[src/rtl/mips_reg_file.sv]
// mips_reg_file: 2-read / 1-write general-purpose register file for the
// multicycle MIPS datapath. After every reset a sweep FSM zeroes the storage
// one entry per cycle, so the array itself needs no reset and can map to RAM.
// Optional feature macro: REG_FILE_BYPASS_EN (write-first read ports when
// defined, read-first when undefined).
module mips_reg_file #(
   parameter int WIDTH      = 32,
   parameter int NUM_REGS   = 32,
   parameter int ADDR_WIDTH = $clog2(NUM_REGS)
) (
   input  logic                  clk,
   input  logic                  rst,
   output logic                  ready,
   input  logic                  wr_en,
   input  logic [ADDR_WIDTH-1:0] wr_addr,
   input  logic [WIDTH-1:0]      wr_data,
   input  logic                  jal_en,
   input  logic [WIDTH-1:0]      jal_data,
   input  logic [ADDR_WIDTH-1:0] rd_addr0,
   output logic [WIDTH-1:0]      rd_data0,
   input  logic [ADDR_WIDTH-1:0] rd_addr1,
   output logic [WIDTH-1:0]      rd_data1
);

   localparam logic [0:0] ST_CLEAR = 1'b0;
   localparam logic [0:0] ST_RUN   = 1'b1;

   // cnt is one bit wider than an address so reaching NUM_REGS is representable
   localparam logic [ADDR_WIDTH:0]   CNT_END   = (ADDR_WIDTH+1)'(NUM_REGS);
   localparam logic [ADDR_WIDTH-1:0] LINK_ADDR = ADDR_WIDTH'(NUM_REGS - 1);

   logic [0:0]            state_q, state_d;
   logic [ADDR_WIDTH:0]   cnt_q, cnt_d;

   logic                  mem_we;
   logic [ADDR_WIDTH-1:0] mem_waddr;
   logic [WIDTH-1:0]      mem_wdata;

   logic [WIDTH-1:0]      mem_q [NUM_REGS];
   logic [WIDTH-1:0]      rd_data0_q, rd_data1_q;

   // Next-state logic and the single shared write port (sweep or user write)
   always_comb begin
      state_d   = state_q;
      cnt_d     = cnt_q;
      mem_we    = 1'b0;
      mem_waddr = wr_addr;
      mem_wdata = wr_data;
      if (state_q == ST_CLEAR) begin
         if (cnt_q == CNT_END) begin
            state_d = ST_RUN;
         end else begin
            mem_we    = 1'b1;
            mem_waddr = cnt_q[ADDR_WIDTH-1:0];
            mem_wdata = '0;
            cnt_d     = cnt_q + 1'b1;
         end
      end else begin
         // link write wins; a concurrent wr_en is dropped
         if (jal_en) begin
            mem_we    = 1'b1;
            mem_waddr = LINK_ADDR;
            mem_wdata = jal_data;
         end else if (wr_en && (wr_addr != '0)) begin
            mem_we    = 1'b1;
            mem_waddr = wr_addr;
            mem_wdata = wr_data;
         end
      end
   end

   // Sweep FSM state and counter; reset restarts the sweep from entry 0
   always_ff @(posedge clk) begin
      if (rst) begin
         state_q <= ST_CLEAR;
         cnt_q   <= '0;
      end else begin
         state_q <= state_d;
         cnt_q   <= cnt_d;
      end
   end

   // Storage array: no reset, cleared by the sweep instead
   always_ff @(posedge clk) begin
      if (!rst && mem_we) begin
         mem_q[mem_waddr] <= mem_wdata;
      end
   end

`ifdef REG_FILE_BYPASS_EN
   logic user_we;
   logic hit0, hit1;

   assign user_we = mem_we && (state_q == ST_RUN);
   assign hit0    = user_we && (mem_waddr == rd_addr0);
   assign hit1    = user_we && (mem_waddr == rd_addr1);

   // Registered reads, write-first: a same-cycle write is forwarded
   always_ff @(posedge clk) begin
      if (rst || (state_q != ST_RUN)) begin
         rd_data0_q <= '0;
         rd_data1_q <= '0;
      end else begin
         rd_data0_q <= (rd_addr0 == '0) ? '0 : (hit0 ? mem_wdata : mem_q[rd_addr0]);
         rd_data1_q <= (rd_addr1 == '0) ? '0 : (hit1 ? mem_wdata : mem_q[rd_addr1]);
      end
   end
`else
   // Registered reads, read-first: a same-cycle write is not yet visible
   always_ff @(posedge clk) begin
      if (rst || (state_q != ST_RUN)) begin
         rd_data0_q <= '0;
         rd_data1_q <= '0;
      end else begin
         rd_data0_q <= (rd_addr0 == '0) ? '0 : mem_q[rd_addr0];
         rd_data1_q <= (rd_addr1 == '0) ? '0 : mem_q[rd_addr1];
      end
   end
`endif

   assign ready    = (state_q == ST_RUN);
   assign rd_data0 = rd_data0_q;
   assign rd_data1 = rd_data1_q;

endmodule

[config.mk]
export PLATFORM = sky130hd
export DESIGN_NAME = mips_reg_file
export DESIGN_NICKNAME = d
export VERILOG_FILES = /design/src/rtl/mips_reg_file.sv
export SDC_FILE = /design/constraint.sdc
export NUM_CORES = 1
export LEC_CHECK = 0
export CAP_MARGIN = 20
export CORE_ASPECT_RATIO = 0.5
export CORE_UTILIZATION = 40
export DETAILED_ROUTE_END_ITERATION = 6
export DONT_BUFFER_PORTS = 1
export GPL_TIMING_DRIVEN = 0
export SLEW_MARGIN = 5
export SYNTH_ARGS = -nofsm -noshare
export SYNTH_HDL_FRONTEND = slang
export SYNTH_SLANG_ARGS = --single-unit
[constraint.sdc]
create_clock -name clk -period 6.35 [get_ports clk]
set_clock_uncertainty 0.05 [all_clocks]
set_input_delay 1.905 -clock clk [delete_from_list [all_inputs] [get_ports clk]]
set_output_delay 1.905 -clock clk [all_outputs]
set_load 0.05 [all_outputs]
# [Word level (Yosys, flattened, before mapping)]
# Memories as Yosys holds them, arrays and structs flattened. A register that Yosys moved wholly into a read port is not among the register bits.
# Cells that the tools add are included.
[totals] out_inout_bits=65 mem_count=1 ram_bits=1024 ff_bits=7 input_bits=83 word_cells=31
[classes] n_eq_ne=1 reduce_logical=10 n_bitwise=2 n_mux=14 addsub=1
[memory_table] name="mem_q" depth=32 word_bits=32 read_ports=2 rd_ports_with_merged_regs=2 write_ports=1 line="39" rtl="logic [WIDTH-1:0] mem_q [NUM_REGS];"
[op_table] op="$mux 32" count=3
[op_table] op="$mux 5" count=3
[op_table] op="$logic_not 5->1" count=2
[op_table] op="$mux 1" count=8
[op_table] op="$add 6x1->6 const B" count=1
[op_table] op="$eq 6x6->1 const B" count=1
[op_table] op="$reduce_bool 5->1" count=1
[op_table] op="$reduce_or 2->1" count=2
[op_table] op="$logic_and 1x1->1" count=2
[op_table] op="$not 1->1" count=2
[op_table] op="$reduce_and 2->1" count=1
[op_table] op="$logic_not 1->1" count=1
[op_table] op="$logic_or 1x1->1" count=1

# [Logic depth before layout (Yosys ltp)]
# Gate-level depths: netlist (run 1).
[depth] word_depth=8 mapped_depth=9 depth_no_buf=6

# [Least setup slack after synthesis (run 1)]
# Ideal clock, no wire load.
[synth_path] path_kind="input -> register" startpoint="in jal_en" endpoint="mem mem_q[17][0], enable pin" path_stages=5 required_ps=5798 arrival_ps=5952 setup_time_ps=502 slack_ps=-154 n_path_buf=1 path_cell_list="or3b_1 a32oi_1 o211ai_2 buf_6 nor4_1"
[synth_between] elab_chain_len=5 word_cells_on_any_way=7 cone_classes="mux (6); reduce/logical (1)"
[synth_rtl] element="start, declared" line="17" rtl="input logic jal_en,"
[synth_rtl] element="$mux 1" line="60" rtl="if (jal_en) begin"
[synth_rtl] element="$mux 1" line="49" rtl="if (state_q == ST_CLEAR) begin"
[synth_rtl] element="$logic_and 1x1->1" line="85" rtl="if (!rst && mem_we) begin"
[synth_rtl] element="$mux 1" line="85"
[synth_rtl] element="$mux 1 (not written as such)" line="86" rtl="mem_q[mem_waddr] <= mem_wdata;"
[synth_rtl] element="end, declared" line="39"
# Several ways; a longest one is shown, not always the timed one.

# [Worst setup path after layout (run 1)]
[layout_path] startpoint="in jal_en" endpoint="mem mem_q[25][13], enable pin"
# The elaborated chain is that of the path after synthesis.

==> results.yml, run 1 <==
floorplanning:
  start_util_pct: 40.69
  dieArea_sq_mm: 0.1280
  die_h_microns: 253.5
  io_pins: 148
  core.rowCount: 91
  coreArea_sq_mm: 0.1243
  fp.dieW_microns: 504.9
critical_path:
  crit_fanout: 8
  path_class: "in -> reg"
  r2r_end: "mem_q[25][13]$_DFFE_PP_"
  startpoint_type: "input pin"
  crit_buf_inv: 5
  crit_slowest_cell: "nor4_2"
  crit_required_ps: 6720
  worstPathCellList: "and2_1, clkbuf_1, o32ai_1, nand2_1, nor4_2, buf_4, buf_4, buf_4, buf_4"
  rr_startpoint: "cnt_q[1]$_SDFFE_PP0P_"
  worst_path_most_repeated_cell: "buf_4"
  end_kind: "register"
  max_stage_delay_ps: 990
  startpoint: "jal_en"
  rrSetupSlack_ps: 2090
  reg2reg_depth: 12
  crit_family: "simple AND/OR/NAND/NOR gates"
  crit_arrival_ps: 4850
grt:
  antenna_found_initial: 5
  grt_max_degree: 33
  grt_use_total_pct: 28.10
  grt_pass1_vias: 30780
  grt_first_pass_wirelength_mm: 247.0
  overflow: 0
detailed_routing:
  dr.pass1.iters: 7
  drt_iter0_drc: 5206
  wl_per_cell_microns: 37.00
  via_count: 31980
  viasPerCell: 6.494
  wirelength_mm: 182.2
  drc_errors: 1
  ant_nets: 0
final_layout:
  fillers: 10410
  syn2layout_area_growth_pct: 15.38
  nets: 3246
  drive_above_1_share_pct: 27.45
  fin_area_sq_mm: 0.05837
clock_tree:
  cts_max_level: 3
  cts_tree: "yes"
  cts-root-buf: "clkbuf_16"
  postCtsHoldBufs: 0
  cts_sinks: 1095
  clkLatencyLatePin_ps: 730
  cts_inserted_buffers: 103
  clk_pin_slew_ps: 70
  post-cts-setup-buffer-count: 0
  cts-resized-gates: 0
  clockBufferDepth: 3
run_status:
  status: "complete, but fails checks"
  violations: "design-rule violations"
placement:
  hpwl_mm: 133.3
  io_buffers: 0
  routabilityCongestion: 0.9622
  place_area_sq_mm: 0.05475
  pre_cts_ws_ps: 1337
pwr:
  pwr_density_cell_mw_per_mm2: 266.6
  peakVddDrop_v: 0.0002187
  power.leakage_uw: 0.02038
yosys:
  postSynthCellCount: 2848
  synth_most_common_cell: "edfxtp_1"
  yosys_register_bits: 1095
  synth_nets: 2933
  syn_area_per_cell_sq_um: 17.76
  synth.distinct_cells: 59
  netlist_area_sq_mm: 0.05059
  synth_largest_area_cell: "edfxtp_1"
  synthArstFlopShare_pct: 0
  synth_ff_type: "edfxtp_1"
  synth_top_area_share_pct: 60.79
  synthTopCellsByCount: "edfxtp_1 (1024), mux2i_1 (525), mux4_2 (265)"
  ys_warn_count: 0
  ys_seq_area_share_pct: 63.59
  synth_edf_count: 1024
  netlist_top_cells_area: "edfxtp_1 (61%), mux4_2 (12%), mux2i_1 (10%), dfxtp_1 (2.8%), a22oi_1 (2.6%)"
timing:
  rsz0062_at_grt: "no"
  hold_viol: 0
  maxSlewHeadroom_pct: 16.98
  worst_pin_slew_ps: 1245
  fin_ws_ps: 1868
  setup_violations: 0
  slew_viol_final: 0
  layout_worst_path_cycle_share_pct: 70.58
  fmax_ghz: 0.2231
  post-route-min-period_ps: 4482
  fin_tns_setup_ps: 0
hold_path:
  hold_start: "cnt_q[5]$_SDFFE_PP0P_"
  hold_class: "reg -> reg"
  min_path_cells: 2
  whs_endpoint: "cnt_q[5]$_SDFFE_PP0P_"
flow_run:
  cap_viol_max_count: 0
-- per-layer routing --
metal,wire length (microns),up-vias,GRT usage (%)
met3,26840,333,11.15
met1,69530,16720,37.50
li1,-,12580,-
met4,6292,2,8.695
met2,79520,2338,42.03
met5,13,-,0
-- where the power goes --
group          switching, uW  total [uW]  internal [uW]
clock                   2850        6590           3730
combinational            697        1140            447
sequential              19.4        7830           7810
-- flip-flops by register name, summed over array words and instances (netlist names) --
| signal | flops |
|---|---|
| cnt_q | 6 |
| rd_data0 | 32 |
| mem_q | 1024 |
| ready | 1 |
| rd_data1 | 32 |
-- through the flow --
step           utilization, %  std cells  hold slack, ps  total power, uW
2_1_floorplan               -       2848           456.8             8685
3_3_place_gp            42.38       4522           493.6             9075
3_5_place_dp            44.03       4724           523.7             9096
4_1_cts                 46.86       4917           537.6            15540
5_1_grt                 46.94       4924           587.7            15870
6_report                46.94       4924           540.1            15560
-- final cells by class --
type	instances	area, sq um	area share [%]
antenna	1	2.502	0.004287
buffer	229	1363	2.334
clock buffer	129	2706	4.637
clock inverter	64	809.5	1.387
inverter	7	26.28	0.04502
multi-input combinational	1517	17240	29.54
sequential	1095	32170	55.12
tap	1674	2095	3.588
timing repair buffer	208	1952	3.344
-- layout by cell type (no fill, tap or decap), types with 12 or more instances in the layout --
cell type / Yosys / final
a221o_1: 32 / 32
a22o_1: 32 / 20
a22o_2: 0 / 12
a22oi_1: 172 / 172
a31oi_1: 34 / 34
buf_1: 13 / 13
buf_2: 95 / 95
buf_4: 20 / 179
buf_6: 18 / 42
buf_8: 2 / 18
bufinv_16: 0 / 17
clkbuf_1: 70 / 94
clkbuf_16: 0 / 104
clkinv_1: 0 / 16
clkinv_2: 0 / 13
dfxtp_1: 71 / 71
edfxtp_1: 1024 / 1024
mux2_2: 39 / 39
mux2i_1: 525 / 525
mux4_1: 43 / 43
mux4_2: 265 / 265
nand2_1: 102 / 102
nand3_1: 81 / 81
nand4_1: 31 / 31
nor2_1: 15 / 15
nor4_2: 2 / 23
o2111ai_1: 26 / 26
or2_2: 27 / 27
-- worst max path at each step --
stage                                          to  slack, ps  cells after the start
after floorplan            mem_q[17][0]$_DFFE_PP_       -150                      5
after global placement     mem_q[1][20]$_DFFE_PP_      -5130                      5
after detailed placement  rd_data1[26]$_SDFF_PP0_       1340                      7
after CTS                  rd_data0[8]$_SDFF_PP0_       2080                      7
after global routing      mem_q[25][13]$_DFFE_PP_       1810                      9
final                     mem_q[25][13]$_DFFE_PP_       1870                      9
-- cells by family (layout without fill, tap and decap cells) --
kind of cell / after synthesis / in the layout / share of synthesized area (%)
AO/OA/AOI/OAI: 320 / 320 / 5.043
XOR/XNOR: 5 / 5 / 0.08658
adder cells (fa/ha/maj): 2 / 2 / 0.04946
buffers and inverters: 236 / 637 / 2.745
flip-flops: 1095 / 1095 / 63.59
multiplexers: 872 / 872 / 25.29
other: 0 / 1 / 0
AND/OR/NAND/NOR: 318 / 318 / 3.193
-- worst reg2reg max path: stages (launching register included) --
cell and delay (ps):
dfxtp_1 480, inv_1 140, ha_1 230, and3b_1 170, buf_4 170, a2111oi_0 580, a31oi_1 210, buf_4 240
nor4_2 790, buf_4 320, buf_4 210, buf_4 190, buf_4 180
No activity file was read; power rests on OpenSTA's default activity.
==> run 2, diff against run 1 <==
==> constraint.sdc (replaced) <==
create_clock -name clk -period 4.22 [get_ports clk]
set_clock_uncertainty 0.05 [all_clocks]
set_input_delay 1.266 -clock clk [delete_from_list [all_inputs] [get_ports clk]]
set_output_delay 1.266 -clock clk [all_outputs]
set_load 0.05 [all_outputs]
==> results.yml, run 2 (synthesis results as in run 1) <==
critical_path:
  end_kind: "register"
  crit_fanout: 10
  path_class: "reg -> reg"
  crit_slowest_cell: "nor3_2"
  rr_startpoint: "cnt_q[0]$_SDFFE_PP0P_"
  crit_family: "buffers and inverters"
  startpoint_type: "register"
  crit_arrival_ps: 4420
  worst_path_most_repeated_cell: "buf_4"
  reg2reg_depth: 11
  r2r_end: "mem_q[27][17]$_DFFE_PP_"
  crit_buf_inv: 6
  rrSetupSlack_ps: 160
  worstPathCellList: "inv_1, ha_1, and3b_1, buf_4, a31oi_2, o221ai_2, buf_2, nor3_2, buf_4, buf_4, buf_6"
  crit_required_ps: 4590
  max_stage_delay_ps: 640
hold_path:
  min_path_cells: 2
  hold_start: "cnt_q[2]$_SDFFE_PP0P_"
  whs_endpoint: "cnt_q[2]$_SDFFE_PP0P_"
  hold_class: "reg -> reg"
final_layout:
  nets: 3192
  layout_commonest_cell: "edfxtp_1"
  fin_util_pct: 47.07
  fillers: 10410
  syn2layout_area_growth_pct: 15.69
  most-common-layout-cells: "edfxtp_1 (1024), mux2i_1 (524), mux4_2 (265)"
  drive_above_1_share_pct: 26.21
  largest_reg_flops: 1024
  largest_register: "mem_q"
  stdcell_count: 4870
detailed_routing:
  dr.pass1.iters: 6
  drc_errors: 0
  wirelength_mm: 181.5
  drt_iter0_drc: 5052
  via_count: 31690
  viasPerCell: 6.507
  ant_nets: 0
  wl_per_cell_microns: 37.26
clock_tree:
  cts-root-buf: "clkbuf_16"
  clkLatencyLatePin_ps: 720
  postCtsHoldBufs: 0
  post-cts-setup-buffer-count: 0
  cts_tree: "yes"
  clk_pin_slew_ps: 60
  cts_sinks: 1095
  cts_inserted_buffers: 103
  cts_max_level: 3
  clockBufferDepth: 3
  cts-resized-gates: 0
timing:
  rsz0062_at_grt: "no"
  maxSlewHeadroom_pct: 17.08
  worst_pin_slew_ps: 1244
  post-route-min-period_ps: 4058
  fin_tns_setup_ps: 0
  fmax_ghz: 0.2464
  slew_viol_final: 0
  layout_worst_path_cycle_share_pct: 96.15
  setup_violations: 0
  hold_viol: 0
placement:
  io_buffers: 0
  routabilityCongestion: 0.9568
  hpwl_mm: 132.5
  placed_cells: 4671
pwr:
  pwr_density_cell_mw_per_mm2: 393.9
  seq_power_share_pct: 51.1
  p_int_uw: 17730
  swShare_pct: 23.08
  power_switching_uw: 5322
  power.leakage_uw: 0.02016
  clkPwrFrac_pct: 41.4
  peakVddDrop_v: 0.0003124
  p_total_uw: 23050
  power_frac_comb_pct: 7.5
grt:
  grt_use_total_pct: 27.91
  grt_pass1_vias: 30420
  grt_max_degree: 33
  antenna_found_initial: 5
  grt_first_pass_wirelength_mm: 245.8
  overflow: 0
floorplanning:
  core.rowCount: 91
  coreArea_sq_mm: 0.1243
  fp.dieW_microns: 504.9
  start_util_pct: 40.69
  dieArea_sq_mm: 0.1280
  io_pins: 148
  die_h_microns: 253.5
run_status:
  status: "completed"
flow_run:
  cap_viol_max_count: 0
## run 2: changes by cell type in the layout (fill, tap and decap cells not counted), sizes merged
cell,previous run,this run
buf,365,311
clkbuf,201,221
bufinv,17,6
clkinv,30,25
clkinvlp,11,7
diode,1,2
inv,13,12
## run 2: worst max-delay path by stage
stage | startpoint | to | slack, ps | cells past startpoint
2_1_floorplan | jal_en | mem_q[19][0]$_DFFE_PP_ | -780 | 5
3_3_place_gp | rst | mem_q[11][19]$_DFFE_PP_ | -4450 | 5
6_report | cnt_q[0]$_SDFFE_PP0P_ | mem_q[27][17]$_DFFE_PP_ | 160 | 11
3_5_place_dp | rd_addr1[0] | rd_data1[8]$_SDFF_PP0_ | -240 | 7
4_1_cts | cnt_q[0]$_SDFFE_PP0P_ | mem_q[27][17]$_DFFE_PP_ | 280 | 11
5_1_grt | cnt_q[0]$_SDFFE_PP0P_ | mem_q[27][17]$_DFFE_PP_ | 40 | 11
## run 2: worst reg2reg max path, stage by stage, from the launching register on
cell      delay [ps]
dfxtp_1          510
inv_1            130
ha_1             260
and3b_1          180
buf_4            170
a31oi_2          260
o221ai_2         380
buf_2            410
nor3_2           640
buf_4            350
buf_4            250
buf_6            190
## run 2: metrics by stage
stage,setup WS (ps),cell area (sq um),hold slack [ps]
3_3_place_gp,-4447,52890,492.0
2_1_floorplan,-776.3,50790,456.8
6_report,162.3,58520,527.8
4_1_cts,283.3,58440,527.0
3_5_place_dp,-239.5,55030,513.7
5_1_grt,40.82,58520,558.1
## run 2: metal layers
metal / share of wire (%) / wire, microns / track usage [%] / vias up
li1: - / - / - / 12480
met1: 39 / 71150 / 38.28 / 16660
met2: 43 / 78470 / 41.36 / 2202
met3: 14 / 25560 / 9.999 / 343
met4: 3.5 / 6274 / 8.659 / 4
met5: 0.013 / 23 / 0 / -
## run 2: area by class of cell
| cell class | count | area [sq um] | share of cell area, % |
|---|---|---|---|
| plain buffers | 229 | 1363 | 2.328 |
| well taps | 1674 | 2095 | 3.579 |
| multi-input cells | 1517 | 17450 | 29.82 |
| clock inverters | 43 | 425.4 | 0.7269 |
| repair buffers | 154 | 1999 | 3.417 |
| clock buffers | 149 | 2987 | 5.103 |
| inverters | 7 | 26.28 | 0.04490 |
| flip-flops and latches | 1095 | 32170 | 54.97 |
| diodes | 2 | 5.005 | 0.008552 |
## run 2: power groups by stage
| stage | clock network, uW | registers [uW] | logic (uW) |
|---|---|---|---|
| final | 9550 | 11800 | 1720 |
| after global routing | 9950 | 11800 | 1760 |
| after CTS | 9550 | 11800 | 1690 |
| after detailed placement | 0 | 12000 | 1680 |
| after global placement | 0 | 12000 | 1630 |
| after floorplan | 0 | 12000 | 1070 |
